<file path="config.mk">
export PLATFORM = sky130hd
export DESIGN_NAME = mbist_data_cmp_flat
export DESIGN_NICKNAME = d
export VERILOG_FILES = /design/src/rtl/mbist_data_cmp_if.sv /design/src/rtl/mbist_data_cmp.sv /design/src/flat_wrapper.sv
export SDC_FILE = /design/constraint.sdc
export NUM_CORES = 1
export LEC_CHECK = 0
export BUFFER_PORTS_ARGS = -buffer_cell sky130_fd_sc_hd__buf_2
export CAP_MARGIN = 5
export CORE_MARGIN = 2
export CORE_UTILIZATION = 54
export CTS_CLUSTER_DIAMETER = 200
export DETAILED_ROUTE_END_ITERATION = 7
export GPL_TIMING_DRIVEN = 0
export PLACE_DENSITY_LB_ADDON = 0.05
export SYNTH_ARGS = -nofsm -noshare
export SYNTH_HDL_FRONTEND = slang
export SYNTH_SLANG_ARGS = --single-unit
</file>
<file path="constraint.sdc">
create_clock -name clk -period 3.49 [get_ports clk]
set_clock_uncertainty 0.15 [all_clocks]
set_input_delay 0.1745 -clock clk [delete_from_list [all_inputs] [get_ports clk]]
set_output_delay 0.1745 -clock clk [all_outputs]
set_load 0.02 [all_outputs]
</file>
<file path="src/rtl/mbist_data_cmp_if.sv">
// Bus between the MBIST controller / SRAM side and the read-data comparator.
// master: drives bist_en, rd_en, rd_addr, exp_data, rd_data; slave: drives results.
interface mbist_data_cmp_if #(
    parameter int ADDR_WD = 9,
    parameter int DATA_WD = 32
);
    logic               bist_en;
    logic               rd_en;
    logic [ADDR_WD-1:0] rd_addr;
    logic [DATA_WD-1:0] exp_data;
    logic [DATA_WD-1:0] rd_data;
    logic               Error;
    logic [ADDR_WD-1:0] ErrorAddr;
    logic [3:0]         err_cnt;
    logic [DATA_WD-1:0] err_syn;
    logic               bist_fail;
    logic               busy;

    modport master (
        output bist_en, rd_en, rd_addr, exp_data, rd_data,
        input  Error, ErrorAddr, err_cnt, err_syn, bist_fail, busy
    );

    modport slave (
        input  bist_en, rd_en, rd_addr, exp_data, rd_data,
        output Error, ErrorAddr, err_cnt, err_syn, bist_fail, busy
    );
endinterface

</file>
<file path="src/rtl/mbist_data_cmp.sv">
// MBIST read-data comparator: aligns expected data with SRAM read latency,
// captures each unique failing address once for repair, flags overflow.
// Ports: clk, rst_n (async active-low), bus (slave of mbist_data_cmp_if):
//   in  bist_en, rd_en, rd_addr, exp_data, rd_data
//   out Error, ErrorAddr, err_cnt, err_syn, bist_fail, busy
module mbist_data_cmp #(
    parameter int BIST_ADDR_WD   = 9,
    parameter int BIST_DATA_WD   = 32,
    parameter int BIST_RD_LAT    = 1,
    parameter int BIST_ERR_LIMIT = 4
) (
    input  logic            clk,
    input  logic            rst_n,
    mbist_data_cmp_if.slave bus
);
    localparam int AW  = BIST_ADDR_WD;
    localparam int DW  = BIST_DATA_WD;
    localparam int LAT = BIST_RD_LAT;
    localparam int LIM = BIST_ERR_LIMIT;
    localparam logic [3:0] LIM_CNT = 4'(LIM);

    typedef struct packed {
        logic          vld;
        logic [AW-1:0] addr;
        logic [DW-1:0] exp;
    } stage_t;

    stage_t        pipe_q [LAT];
    stage_t        pipe_d [LAT];
    logic [AW-1:0] list_q [LIM];
    logic [AW-1:0] list_d [LIM];
    logic [3:0]    cnt_q;
    logic [3:0]    cnt_d;
    logic          error_q;
    logic          error_d;
    logic [AW-1:0] err_addr_q;
    logic [AW-1:0] err_addr_d;
    logic [DW-1:0] syn_q;
    logic [DW-1:0] syn_d;
    logic          fail_q;
    logic          fail_d;

    stage_t        last;
    logic          mismatch;
    logic          dup;
    logic          new_err;
    logic          busy;

    // Only the first cnt_q list entries are live; stale slots never match.
    always_comb begin
        last     = pipe_q[LAT-1];
        mismatch = last.vld && (bus.rd_data != last.exp);
        dup      = 1'b0;
        for (int i = 0; i < LIM; i++) begin
            if ((4'(i) < cnt_q) && (list_q[i] == last.addr)) begin
                dup = 1'b1;
            end
        end
        new_err = mismatch && !dup;
    end

    always_comb begin
        for (int i = 0; i < LAT; i++) begin
            pipe_d[i] = '0;
        end
        pipe_d[0].vld  = bus.rd_en & bus.bist_en;
        pipe_d[0].addr = bus.rd_addr;
        pipe_d[0].exp  = bus.exp_data;
        for (int i = 1; i < LAT; i++) begin
            pipe_d[i] = pipe_q[i-1];
        end

        list_d     = list_q;
        cnt_d      = cnt_q;
        error_d    = 1'b0;
        err_addr_d = err_addr_q;
        syn_d      = syn_q;
        fail_d     = fail_q;

        if (mismatch) begin
            syn_d = last.exp ^ bus.rd_data;
        end

        // The list write lands on the same edge as Error, so a repeat of
        // this address in the very next compare is already a duplicate.
        if (new_err) begin
            if (cnt_q < LIM_CNT) begin
                error_d    = 1'b1;
                err_addr_d = last.addr;
                for (int i = 0; i < LIM; i++) begin
                    if (4'(i) == cnt_q) begin
                        list_d[i] = last.addr;
                    end
                end
                cnt_d = cnt_q + 4'd1;
            end else begin
                fail_d = 1'b1;
            end
        end

        if (!bus.bist_en) begin
            for (int i = 0; i < LAT; i++) begin
                pipe_d[i] = '0;
            end
            for (int i = 0; i < LIM; i++) begin
                list_d[i] = '0;
            end
            cnt_d      = '0;
            error_d    = 1'b0;
            err_addr_d = '0;
            syn_d      = '0;
            fail_d     = 1'b0;
        end
    end

    always_ff @(posedge clk or negedge rst_n) begin
        if (!rst_n) begin
            for (int i = 0; i < LAT; i++) begin
                pipe_q[i] <= '0;
            end
            for (int i = 0; i < LIM; i++) begin
                list_q[i] <= '0;
            end
            cnt_q      <= '0;
            error_q    <= 1'b0;
            err_addr_q <= '0;
            syn_q      <= '0;
            fail_q     <= 1'b0;
        end else begin
            pipe_q     <= pipe_d;
            list_q     <= list_d;
            cnt_q      <= cnt_d;
            error_q    <= error_d;
            err_addr_q <= err_addr_d;
            syn_q      <= syn_d;
            fail_q     <= fail_d;
        end
    end

    always_comb begin
        busy = 1'b0;
        for (int i = 0; i < LAT; i++) begin
            busy = busy | pipe_q[i].vld;
        end
    end

    assign bus.Error     = error_q;
    assign bus.ErrorAddr = err_addr_q;
    assign bus.err_cnt   = cnt_q;
    assign bus.err_syn   = syn_q;
    assign bus.bist_fail = fail_q;
    assign bus.busy      = busy;
endmodule

</file>
<file path="src/flat_wrapper.sv">
// flat-port wrapper written by rule: the top's interface ports become plain ports
module mbist_data_cmp_flat 
#(
    parameter int BIST_ADDR_WD   = 9,
    parameter int BIST_DATA_WD   = 32,
    parameter int BIST_RD_LAT    = 1,
    parameter int BIST_ERR_LIMIT = 4
)
  (clk, rst_n, bus_bist_en, bus_rd_en, bus_rd_addr, bus_exp_data, bus_rd_data, bus_Error, bus_ErrorAddr, bus_err_cnt, bus_err_syn, bus_bist_fail, bus_busy);
  mbist_data_cmp_if #(.ADDR_WD((9)), .DATA_WD((32))) bus_i ();
  input  logic clk;
  input  logic rst_n;
  input wire logic [$bits(bus_i.bist_en)-1:0] bus_bist_en;
  input wire logic [$bits(bus_i.rd_en)-1:0] bus_rd_en;
  input wire logic [$bits(bus_i.rd_addr)-1:0] bus_rd_addr;
  input wire logic [$bits(bus_i.exp_data)-1:0] bus_exp_data;
  input wire logic [$bits(bus_i.rd_data)-1:0] bus_rd_data;
  output wire logic [$bits(bus_i.Error)-1:0] bus_Error;
  output wire logic [$bits(bus_i.ErrorAddr)-1:0] bus_ErrorAddr;
  output wire logic [$bits(bus_i.err_cnt)-1:0] bus_err_cnt;
  output wire logic [$bits(bus_i.err_syn)-1:0] bus_err_syn;
  output wire logic [$bits(bus_i.bist_fail)-1:0] bus_bist_fail;
  output wire logic [$bits(bus_i.busy)-1:0] bus_busy;
  assign bus_i.bist_en = bus_bist_en;
  assign bus_i.rd_en = bus_rd_en;
  assign bus_i.rd_addr = bus_rd_addr;
  assign bus_i.exp_data = bus_exp_data;
  assign bus_i.rd_data = bus_rd_data;
  assign bus_Error = bus_i.Error;
  assign bus_ErrorAddr = bus_i.ErrorAddr;
  assign bus_err_cnt = bus_i.err_cnt;
  assign bus_err_syn = bus_i.err_syn;
  assign bus_bist_fail = bus_i.bist_fail;
  assign bus_busy = bus_i.busy;
  mbist_data_cmp #(.BIST_ADDR_WD(BIST_ADDR_WD), .BIST_DATA_WD(BIST_DATA_WD), .BIST_RD_LAT(BIST_RD_LAT), .BIST_ERR_LIMIT(BIST_ERR_LIMIT)) u_core (.clk(clk), .rst_n(rst_n), .bus(bus_i));
endmodule
</file>
### Word-level counts from Yosys, hierarchy flattened

Index checks and enable logic that the tools add are counted.

* logic and storage cells: 76
* input port bits: 77
* flip-flop bits (word level): 125
* output and inout bits: 48

* bitwise logic cells: 2
* mux-type cells: 26
* equality and inequality tests: 16
* reduce and logical (&&, ||, !) cells: 14
* $lt $le $gt $ge: 5
* add/sub/neg operators: 1

Operators with widths (number)
* two-way mux 36 bit: 3
* two-way mux 32 bit: 2
* two-way mux 9 bit: 7
* two-way mux 42 bit: 1
* equality test 9 bit: 4
* != test 32 bit: 1
* XOR 32 bit: 1
* != test 2 x 1 -> 1 bit (second input constant): 7
* two-way mux 4 bit: 3
* AND reduction 3 bit: 4
* two-way mux 1 bit: 10
* equality test 2 x 4 -> 1 bit (first input constant): 2
* < comparator 1 x 4 -> 1 bit (first input constant): 2
* < comparator 2 x 4 -> 1 bit (first input constant): 2
* logical AND 1 bit: 6
* adder 4 x 1 -> 4 bit (second input constant): 1
* equality test 1 x 4 -> 1 bit (first input constant): 1
* logical NOT 4 bit: 1
* < comparator 4 x 3 -> 1 bit (second input constant): 1
* AND reduction 2 bit: 2
* != test 2 bit (second input constant): 1
* AND 1 bit: 1
* logical NOT 1 bit: 1

### Logic depth before layout (Yosys ltp)

Gate-level depths: netlist of the first run.

* word-level depth: 10
* mapped depth: 9
* gate-level depth less buffers: 8

### Least setup slack after synthesis of the first run

OpenSTA, ideal clock, no wires.

* kind: register to register
* start: reg u_core.cnt_q[0], in the netlist u_core.bus.err_cnt[0]
* end: reg u_core.err_addr_q[0], in the netlist u_core.bus.ErrorAddr[0]
* cell stages (with the launch flop): 10
* arrival: 2.316 ns
* data required time: 3.261 ns
* slack: 0.945 ns
* period minus slack after synthesis: 2.545 ns
* setup time: 0.079 ns
* cell sequence: dfrtp_1 > inv_1 > ha_1 > or3b_1 > nand4_1 > nor4_1 > or4_4 > nor3_4 > buf_6 > mux2i_1

* word-level cells in the longest chain between the ends: 10
* elaborated cells between the ends (all ways): 18

RTL lines
* from (decl): line mbist_data_cmp.sv:32 `logic [3:0] cnt_q;`
* from (signal assigned): line mbist_data_cmp.sv:132 `cnt_q <= cnt_d;`
* < comparator 1 x 4 -> 1 bit: line mbist_data_cmp.sv:55 `if ((4'(i) < cnt_q) && (list_q[i] == last.addr)) begin`
* logical AND 1 bit: line mbist_data_cmp.sv:55
* two-way mux 1 bit (4 in a row): line mbist_data_cmp.sv:55
* logical NOT 1 bit: line mbist_data_cmp.sv:59 `new_err = mismatch && !dup;`
* logical AND 1 bit: line mbist_data_cmp.sv:59
* != test 2 x 1 -> 1 bit (no line)
* AND reduction 2 bit (no line) *
* to (signal assigned): line mbist_data_cmp.sv:134 `err_addr_q <= err_addr_d;`
* to (decl): line mbist_data_cmp.sv:36 `logic [AW-1:0] err_addr_q;`

Mark *: on every way between the ends. The rest lies on a longest branch, timed or not.
A chain may end at the register's enable or synchronous reset.

### Final worst setup path of the first run

* start: reg u_core.cnt_q[0], in the netlist u_core.bus.err_cnt[0]
* end: reg u_core.list_q[11] (netlist bit)

* word-level cells in the longest chain between the ends: 10
* elaborated cells between the ends (all ways): 20

RTL lines
* < comparator 1 x 4 -> 1 bit: line mbist_data_cmp.sv:55
* logical AND 1 bit: line mbist_data_cmp.sv:55
* two-way mux 1 bit (4 in a row): line mbist_data_cmp.sv:55
* logical NOT 1 bit: line mbist_data_cmp.sv:59
* logical AND 1 bit: line mbist_data_cmp.sv:59
* != test 2 x 1 -> 1 bit (no line)
* AND reduction 3 bit (no line) *
* to (signal assigned): line mbist_data_cmp.sv:131 `list_q <= list_d;`
* to (decl): line mbist_data_cmp.sv:30 `logic [AW-1:0] list_q [LIM];`

Marks and branches as above.

==> impl_metrics.ini, run 1 <==
[floorplan]
die_h_um = 107
start_util_pct = 55.4
die_area_um2 = 11400
core_area_um2 = 10300
fp-row-count = 37
die_width_um = 107
design.portCount = 125

[logic_synthesis]
yosysTopAreaCell = dfrtp_1
postSynth.topFlopCell = dfrtp_1
synth-seq-cells = 125
synth.top_cells.by_area = dfrtp_1 (55%), mux2i_1 (14%), xor2_1 (5.4%)
synth-async-reset-ratio_pct = 100
synthCells = 489
yosys_warnings = 0
synth.avg_cell_area_um2 = 11.6
synth_edf_count = 0
yosys.cell_count.top_type = dfrtp_1
synth.top_cells.by_count = dfrtp_1 (125), mux2i_1 (79), nand2_1 (65)
yosys.area.top_type_share_pct = 55.0
synthesis.nets = 569
netlist_area_um2 = 5690
synth.lib_cells_used.distinct = 27
sequential_cell_area_fraction_in_the_yosys_report_pct = 55.0

[setup_path]
count_of_cells_along_the_worst_register_to_register_path = 9
timing.critical_path.slowest_cell_delay_ns = 0.59
worstSetupPathType = register to register
worst-r2r-setup-slack_ns = 0.74
worst_setup_path_startpoint = u_core.bus.err_cnt[0]
critPathSlowestCell = nor4_1
critPathMaxFanout = 9
crit_path_cell_trace = inv_1 -> ha_1 -> or3b_1 -> nand4_1 -> nor4_1 -> nor4_1 -> nand4_1 -> buf_2 -> mux2i_1
startpoint_type = register
data_required_time_of_the_critical_path_ns = 3.72
cp-endpoint = u_core.list_q[11]
worst_ep_arrival_time_ns = 2.99
reg2reg_from = u_core.bus.err_cnt[0]
r2r-end = u_core.list_q[11]
kind_of_end_point_of_the_critical_path = register

[sta]
timing.final.max_slew_violations = 0
relSlewSlack_pct = 54.2
worstMarginPinSlew_ns = 0.681
timing.final.hold_violations = 0
finalWorstPathRequiredPeriod_ns = 2.75
timing.setup.tns_ns = 0
clock.fmax_ghz = 0.363
grt_setup_unrepaired = no
setup_viol_count_final = 0
min_period_over_period_pct = 78.8

[layout]
fillers = 708
syn2layout_area_growth_pct = 38.6
antenna_cells_inserted = 0
final_cell_area_um2 = 7890
drive_gt1_share_pct = 24.6
finalNetCount = 788

[placed_design]
gpl.final_weighted_congestion = 0.873
place_area_um2 = 6510
io_buffers = 123
hpwl_um = 9470

[clock_network]
clock_sink_count = 125
clk_pin_slew_worst_paths_ns = 0.06
clock_tree.htree_level_count = 4
tritoncts.num_buffers = 17
cts_buffer_depth = 2
clock_insertion_delay_worst_skew_ns = 0.52
ctsResizeCount = 0
root_buffer = clkbuf_8
cts_tree = yes
cts_setup_buffers = 0

[drt]
vias = 4389
drc = 0
wl_per_cell_um = 17.3
detailedRoute.firstIterationViolations = 183
route.detailed.vias_per_inst = 5.13
route.antenna.remaining_nets = 0
drt_pre_antenna_iters = 4
routed_wirelength_um = 14800

[global_routing]
grt_pass1_vias = 4779
groute.usage.overall_pct = 27.4
grt_antenna_before_repair = 0
maximum_number_of_pins_on_one_net_before_global_route_repair = 77
grt.overflow.total = 0
wire_length_of_the_first_global_routing_pass_um = 23700

[power_and_ir_drop]
p_per_area_nw_per_um2 = 485
power_leakage_nw = 3.95
ir_drop_mv = 0.281

[worst_hold_path]
min_path_type = primary input to asynchronous set/reset pin

[outcome]
status = finished clean

[flow_run]
maxCapViolations = 0
[flip-flops by register name, indices dropped and copies added (netlist names)]
name	count
u_core.bus.Error	1
u_core.bus.ErrorAddr	9
u_core.bus.busy	1
u_core.last	41
u_core.bus.err_cnt	4
u_core.list_q	36
u_core.bus.err_syn	32
u_core.bus.bist_fail	1
[worst min-delay path by stage]
stage	from	cells after the start	endpoint
CTS	rst_n	2	u_core.last[9]
floorplan	rst_n	0	u_core.bus.Error
finish	rst_n	2	u_core.last[9]
detailed placement	rst_n	1	u_core.last[9]
global route	rst_n	2	u_core.last[9]
global placement	bus_rd_addr[7]	2	u_core.last[39]
[metal layers]
layer	vias up	GRT usage (%)	share of wire, %	routed length, um
met1	2180	33.5	42	6180
li1	2039	-	-	-
met3	37	6.57	4.4	651
met2	133	47.0	51	7560
met5	-	0	0	0
met4	0	10.4	2.8	411
[layout by cell type (no fill, tap or decap), types with 10 or more instances in the layout]
master,instances
and2_1,44
buf_2,138
clkbuf_1,15
clkbuf_16,16
dfrtp_1,125
dlygate4sd3_1,76
mux2i_1,79
nand2_1,65
nand4_1,10
nor2b_1,32
nor4_1,12
xnor2_1,33
xor2_1,35
[cell type report]
class | instances | area [um2] | area share, %
Buffer | 33 | 155 | 1.97
Clock buffer | 18 | 428 | 5.42
Clock inverter | 13 | 189 | 2.39
Inverter | 2 | 7.51 | 0.0952
Multi-Input combinational cell | 329 | 2400 | 30.4
Sequential cell | 125 | 3130 | 39.7
Tap cell | 136 | 170 | 2.16
Timing Repair Buffer | 200 | 1410 | 17.9
[through the flow]
stage	hold slack, ns	setup slack (ns)	power, mW	utilization, %	std cells
final	0.0121	0.738	3.83	76.8	856
after detailed placement	-0.00336	0.774	1.95	63.4	749
after global routing	0.0425	0.540	3.96	76.8	856
after global placement	0.236	0.504	1.94	63.0	748
after floorplan	-0.271	0.945	1.78	-	489
after CTS	0.0152	0.734	3.85	76.8	856
[worst max-delay path, delay by kind of cell (launching register included)]
| family | cells | cell delay [ns] |
|---|---|---|
| simple gates | 5 | 1.32 |
| fa+ha+maj | 1 | 0.15 |
| buf+inv | 2 | 0.42 |
| mux | 1 | 0.16 |
| flops | 1 | 0.42 |
[cell families (layout without fill, tap and decap cells)]
family | count (synthesis) | count (layout) | synth area share [%]
AND/OR/NAND/NOR | 173 | 173 | 16.5
flip-flops | 125 | 125 | 55.0
multiplexers | 79 | 79 | 13.9
XOR/XNOR | 68 | 68 | 10.5
buffers and inverters | 35 | 266 | 2.86
AO/OA/AOI/OAI | 6 | 6 | 0.703
adder cells (fa/ha/maj) | 3 | 3 | 0.660
[power by group]
group          total, mW  switching [mW]  internal [mW]
registers           1.53          0.0294           1.51
clock network       1.83           0.655           1.18
logic              0.461           0.247          0.214
total               3.83           0.931           2.90
[repair_timing]
item / in CTS / in global routing
hold endpoints to repair: 202 / 0
setup endpoints to repair: 0 / 0
hold buffers: 76 / 0
Note: power is estimated with default switching activity, not from simulation.
==> run 2: changes to the inputs <==
==> constraint.sdc (replaced) <==
create_clock -name clk -period 2.59 [get_ports clk]
set_clock_uncertainty 0.15 [all_clocks]
set_input_delay 0.1295 -clock clk [delete_from_list [all_inputs] [get_ports clk]]
set_output_delay 0.1295 -clock clk [all_outputs]
set_load 0.02 [all_outputs]
==> impl_metrics.ini, run 2 (synthesis results as in run 1) <==
[setup_path]
worst-r2r-setup-slack_ns = -0.05
kind_of_end_point_of_the_critical_path = register
worstSetupPathType = register to register
reg2reg_from = u_core.bus.err_cnt[0]
critPathMaxFanout = 5
worst_setup_path_startpoint = u_core.bus.err_cnt[0]
worst_ep_arrival_time_ns = 2.93
cp-endpoint = u_core.bus.ErrorAddr[2]
data_required_time_of_the_critical_path_ns = 2.89
startpoint_type = register
r2r-end = u_core.bus.ErrorAddr[2]
count_of_cells_along_the_worst_register_to_register_path = 10

[sta]
final_critical_path_setup_slack_ns = -0.0454
clock.fmax_ghz = 0.379
timing.final.hold_violations = 3
timing.final.max_slew_violations = 0
worstMarginPinSlew_ns = 0.646
timing.setup.tns_ns = -0.489
hold_slack_ns = -0.00473
setup_viol_count_final = 16
finalWorstPathRequiredPeriod_ns = 2.64
min_period_over_period_pct = 102
relSlewSlack_pct = 56.9
grt_setup_unrepaired = yes

[floorplan]
die_width_um = 107
start_util_pct = 55.4
fp-row-count = 37
design.portCount = 125
die_area_um2 = 11400
die_h_um = 107
core_area_um2 = 10300

[clock_network]
root_buffer = clkbuf_8
clock_insertion_delay_worst_skew_ns = 0.53
cts_buffer_depth = 2
clock_tree.htree_level_count = 4
tritoncts.num_buffers = 17
cts_tree = yes
clock_sink_count = 125
clk_pin_slew_worst_paths_ns = 0.06

[global_routing]
grt_pass1_vias = 4861
grt_antenna_before_repair = 0
grt.overflow.total = 0
wire_length_of_the_first_global_routing_pass_um = 24400
maximum_number_of_pins_on_one_net_before_global_route_repair = 77
groute.usage.overall_pct = 28.3

[placed_design]
gpl.final_weighted_congestion = 0.873
hpwl_um = 9470
io_buffers = 123
placed_cells = 749

[flow_run]
maxCapViolations = 0

[power_and_ir_drop]
ir_drop_mv = 0.373
total_power_mw = 5.22
p_per_area_nw_per_um2 = 645
power_leakage_nw = 4.05

[drt]
wl_per_cell_um = 17.9
drt_pre_antenna_iters = 4
detailedRoute.firstIterationViolations = 251
vias = 4455
route.antenna.remaining_nets = 0
routed_wirelength_um = 15500
drc = 0
route.detailed.vias_per_inst = 5.12

[outcome]
failed_checks = negative hold slack, negative setup slack
status = finished with violations

[layout]
finalNetCount = 802
commonest_cells_after_routing_fill_and_taps_aside = buf_2 (135), dfrtp_1 (124), dlygate4sd3_1 (80), mux2i_1 (79), nand2_1 (65)
drive_gt1_share_pct = 26.4
final_common_cell = buf_2
layoutNonFillerInstCount = 870
layout.core_utilization_pct = 78.7
syn2layout_area_growth_pct = 42.1
fillers = 681
antenna_cells_inserted = 0
largest_register_ff_count = 41

[worst_hold_path]
min_path_type = primary input to asynchronous set/reset pin
==> run 2: changes by cell type in the layout (fill, tap and decap cells not counted), moves of 2 or more <==
cell	delta
buf_16	+2
buf_2	-3
buf_4	+9
dlygate4sd3_1	+4
nor4_1	-3
nor4_2	+3
==> run 2: through the flow <==
| step | area [um2] | setup WS [ns] |
|---|---|---|
| 6_report | 8090 | -0.0454 |
| 5_1_grt | 8090 | -0.157 |
| 4_1_cts | 8060 | -0.0368 |
| 3_5_place_dp | 6510 | -0.126 |
| 3_3_place_gp | 6480 | -0.351 |
| 2_1_floorplan | 5690 | 0.0447 |
==> run 2: layer usage <==
layer | part of all wire (%) | GRT usage [%] | vias to the layer above
met4 | 2.1 | 9.55 | 0
met3 | 5.1 | 7.05 | 31
met5 | 0 | 0 | -
met2 | 52 | 50.1 | 135
li1 | - | - | 2073
met1 | 41 | 33.6 | 2216
==> run 2: report_power, final <==
group | internal (mW) | switching (mW)
clock | 1.59 | 0.897
combinational | 0.316 | 0.348
sequential | 2.03 | 0.0392
==> run 2: critical path, stage by stage, from the launching register on <==
cell and delay [ns]:
dfrtp_1 0.43, inv_2 0.09, ha_1 0.15, or3b_4 0.39, nand4_1 0.10, nor4_1 0.07
or4_4 0.53, nor3_4 0.20, buf_4 0.17, buf_16 0.12, mux2i_1 0.17
==> run 2: worst min path at each step <==
stage / start / to / slack [ns] / depth (start not counted)
floorplan: rst_n / u_core.bus.Error / -0.32 / 0
global placement: bus_rd_addr[7] / u_core.last[39] / 0.19 / 2
detailed placement: rst_n / u_core.last[9] / -0.05 / 1
CTS: rst_n / u_core.last[9] / 0.001 / 3
global route: rst_n / u_core.last[9] / 0.02 / 3
finish: rst_n / u_core.last[9] / -0.005 / 3
==> run 2: repair_timing <==
item                                    in CTS  in global routing
gates cloned                                 2                  0
endpoints found under the setup margin      46                 49
hold buffers                                81                  0
endpoints found under the hold margin      205                  0
pin swaps                                    1                  1
resized for setup                           11                  9
buffers inserted                             4                  3
==> run 2: cell type report <==
type / instances / area [um2] / share of cell area, %
plain buffers: 33 / 170 / 2.10
clock buffers: 18 / 428 / 5.29
clock inverters: 13 / 189 / 2.34
inverters: 2 / 7.51 / 0.0928
multi-input cells: 329 / 2430 / 30.0
flip-flops and latches: 125 / 3130 / 38.7
well taps: 136 / 170 / 2.10
repair buffers: 214 / 1570 / 19.4
==> run 3: changes to the inputs <==
--- a/config.mk
+++ b/config.mk
@@ -8,11 +8,12 @@
 export BUFFER_PORTS_ARGS = -buffer_cell sky130_fd_sc_hd__buf_2
 export CAP_MARGIN = 5
 export CORE_MARGIN = 2
-export CORE_UTILIZATION = 54
+export CORE_UTILIZATION = 58
 export CTS_CLUSTER_DIAMETER = 200
 export DETAILED_ROUTE_END_ITERATION = 7
 export GPL_TIMING_DRIVEN = 0
 export PLACE_DENSITY_LB_ADDON = 0.05
+export SLEW_MARGIN = 20
 export SYNTH_ARGS = -nofsm -noshare
 export SYNTH_HDL_FRONTEND = slang
 export SYNTH_SLANG_ARGS = --single-unit
==> constraint.sdc (replaced) <==
create_clock -name clk -period 3.3 [get_ports clk]
set_clock_uncertainty 0.15 [all_clocks]
set_input_delay 0.165 -clock clk [delete_from_list [all_inputs] [get_ports clk]]
set_output_delay 0.165 -clock clk [all_outputs]
set_load 0.02 [all_outputs]
==> impl_metrics.ini, run 3 (synthesis results as in run 1) <==
[setup_path]
data_required_time_of_the_critical_path_ns = 3.59
worstSetupPathType = register to register
reg2reg_from = u_core.bus.err_cnt[0]
worst-r2r-setup-slack_ns = 0.55
r2r-end = u_core.bus.ErrorAddr[4]
startpoint_type = register
critPathMaxFanout = 10
worst_ep_arrival_time_ns = 3.04
count_of_cells_along_the_worst_register_to_register_path = 9
kind_of_end_point_of_the_critical_path = register

[drt]
vias = 4369
route.antenna.remaining_nets = 0
route.detailed.vias_per_inst = 5.09
routed_wirelength_um = 15300
detailedRoute.firstIterationViolations = 153
drc = 0
drt_pre_antenna_iters = 4
wl_per_cell_um = 17.9

[clock_network]
clk_pin_slew_worst_paths_ns = 0.06
cts_buffer_depth = 2
clock_insertion_delay_worst_skew_ns = 0.52
clock_sink_count = 125
clock_tree.htree_level_count = 4
root_buffer = clkbuf_8
ctsResizeCount = 0
cts_tree = yes
tritoncts.num_buffers = 17

[sta]
timing.final.hold_violations = 0
relSlewSlack_pct = 58.1
finalWorstPathRequiredPeriod_ns = 2.75
grt_setup_unrepaired = no
min_period_over_period_pct = 83.3
worstMarginPinSlew_ns = 0.623
timing.final.max_slew_violations = 0
final_critical_path_setup_slack_ns = 0.552
timing.setup.tns_ns = 0
clock.fmax_ghz = 0.364
hold_slack_ns = 0.0103
setup_viol_count_final = 0

[power_and_ir_drop]
sw_frac_of_total_pct = 24.6
ir_drop_mv = 0.443
power.share.clock_pct = 46.1
sequential_cell_fraction_of_total_power_pct = 41.4
combinationalPowerShare_pct = 12.6
p_per_area_nw_per_um2 = 498
power_leakage_nw = 3.96
internal_power_mw = 2.96
switchingPower_mw = 0.964

[floorplan]
start_util_pct = 59.0
fp-row-count = 36
design.portCount = 125
die_area_um2 = 10600
die_width_um = 103
die_h_um = 103
core_area_um2 = 9640

[placed_design]
io_buffers = 123
hpwl_um = 9320
gpl.final_weighted_congestion = 0.886
place_area_um2 = 6510
dp_worst_setup_slack_ns = 0.569

[global_routing]
grt_pass1_vias = 4704
grt.overflow.total = 0
grt_antenna_before_repair = 0
wire_length_of_the_first_global_routing_pass_um = 23500
maximum_number_of_pins_on_one_net_before_global_route_repair = 71
groute.usage.overall_pct = 30.1

[layout]
drive_gt1_share_pct = 24.3
finalNetCount = 792
final_cell_area_um2 = 7880
largest_register_ff_count = 41
syn2layout_area_growth_pct = 38.4
commonest_cells_after_routing_fill_and_taps_aside = buf_2 (138), dfrtp_1 (125), dlygate4sd3_1 (80), mux2i_1 (79), nand2_1 (65)
final_common_cell = buf_2
antenna_cells_inserted = 0
fillers = 603

[flow_run]
maxCapViolations = 0

[outcome]
status = finished clean

[worst_hold_path]
min_path_type = primary input to asynchronous set/reset pin
==> run 3: changes by cell type in the layout (fill, tap and decap cells not counted), sizes merged <==
cell,before,now
clkinv,5,8
inv,4,2
buf,152,142
bufinv,4,3
clkbuf,33,34
==> run 3: final cells by class <==
class / instances / area, um2 / area share (%)
flip-flops and latches: 125 / 3130 / 39.7
multi-input cells: 329 / 2400 / 30.5
repair buffers: 204 / 1450 / 18.4
clock buffers: 19 / 422 / 5.35
well taps: 133 / 166 / 2.11
plain buffers: 33 / 155 / 1.97
clock inverters: 13 / 149 / 1.89
inverters: 2 / 7.51 / 0.0953
==> run 3: how the worst max path moves through the flow <==
stage | to | slack (ns) | startpoint
finish | u_core.bus.ErrorAddr[4] | 0.55 | u_core.bus.err_cnt[0]
global route | u_core.list_q[2] | 0.31 | u_core.bus.err_cnt[0]
CTS | u_core.bus.ErrorAddr[1] | 0.56 | u_core.bus.err_cnt[0]
detailed placement | u_core.bus.ErrorAddr[7] | 0.57 | u_core.bus.err_cnt[0]
global placement | u_core.last[36] | 0.37 | rst_n
floorplan | u_core.bus.ErrorAddr[0] | 0.75 | u_core.bus.err_cnt[0]
==> run 3: power groups by stage <==
stage | combinational, mW | clock (mW) | sequential [mW]
finish | 0.493 | 1.81 | 1.62
global route | 0.534 | 1.89 | 1.63
CTS | 0.487 | 1.82 | 1.62
detailed placement | 0.409 | 0 | 1.65
global placement | 0.397 | 0 | 1.65
floorplan | 0.201 | 0 | 1.68
==> run 3: critical path: stages, from the launching register on <==
cell	delay, ns
dfrtp_1	0.40
inv_1	0.13
ha_1	0.15
or3b_1	0.39
nand4_1	0.13
nor4_1	0.08
or4_4	0.52
nor3_4	0.28
buf_6	0.23
mux2i_1	0.20
==> run 3: through the flow <==
step / utilization (%) / cells / power (mW)
floorplan: - / 489 / 1.88
global placement: 67.2 / 745 / 2.04
detailed placement: 67.5 / 746 / 2.06
CTS: 81.7 / 858 / 3.93
global route: 81.7 / 858 / 4.05
finish: 81.7 / 858 / 3.93
==> run 3: layer usage <==
layer | part of all wire [%] | global-route usage, %
met1 | 38 | 34.2
met2 | 55 | 55.3
met3 | 4.9 | 6.58
met4 | 2.1 | 11.6
met5 | 0 | 0
==> run 3: timing repair <==
| action | in CTS | in global routing |
|---|---|---|
| setup buffers | 0 | 0 |
| hold buffers | 80 | 0 |
| endpoints found under the hold margin | 205 | 0 |
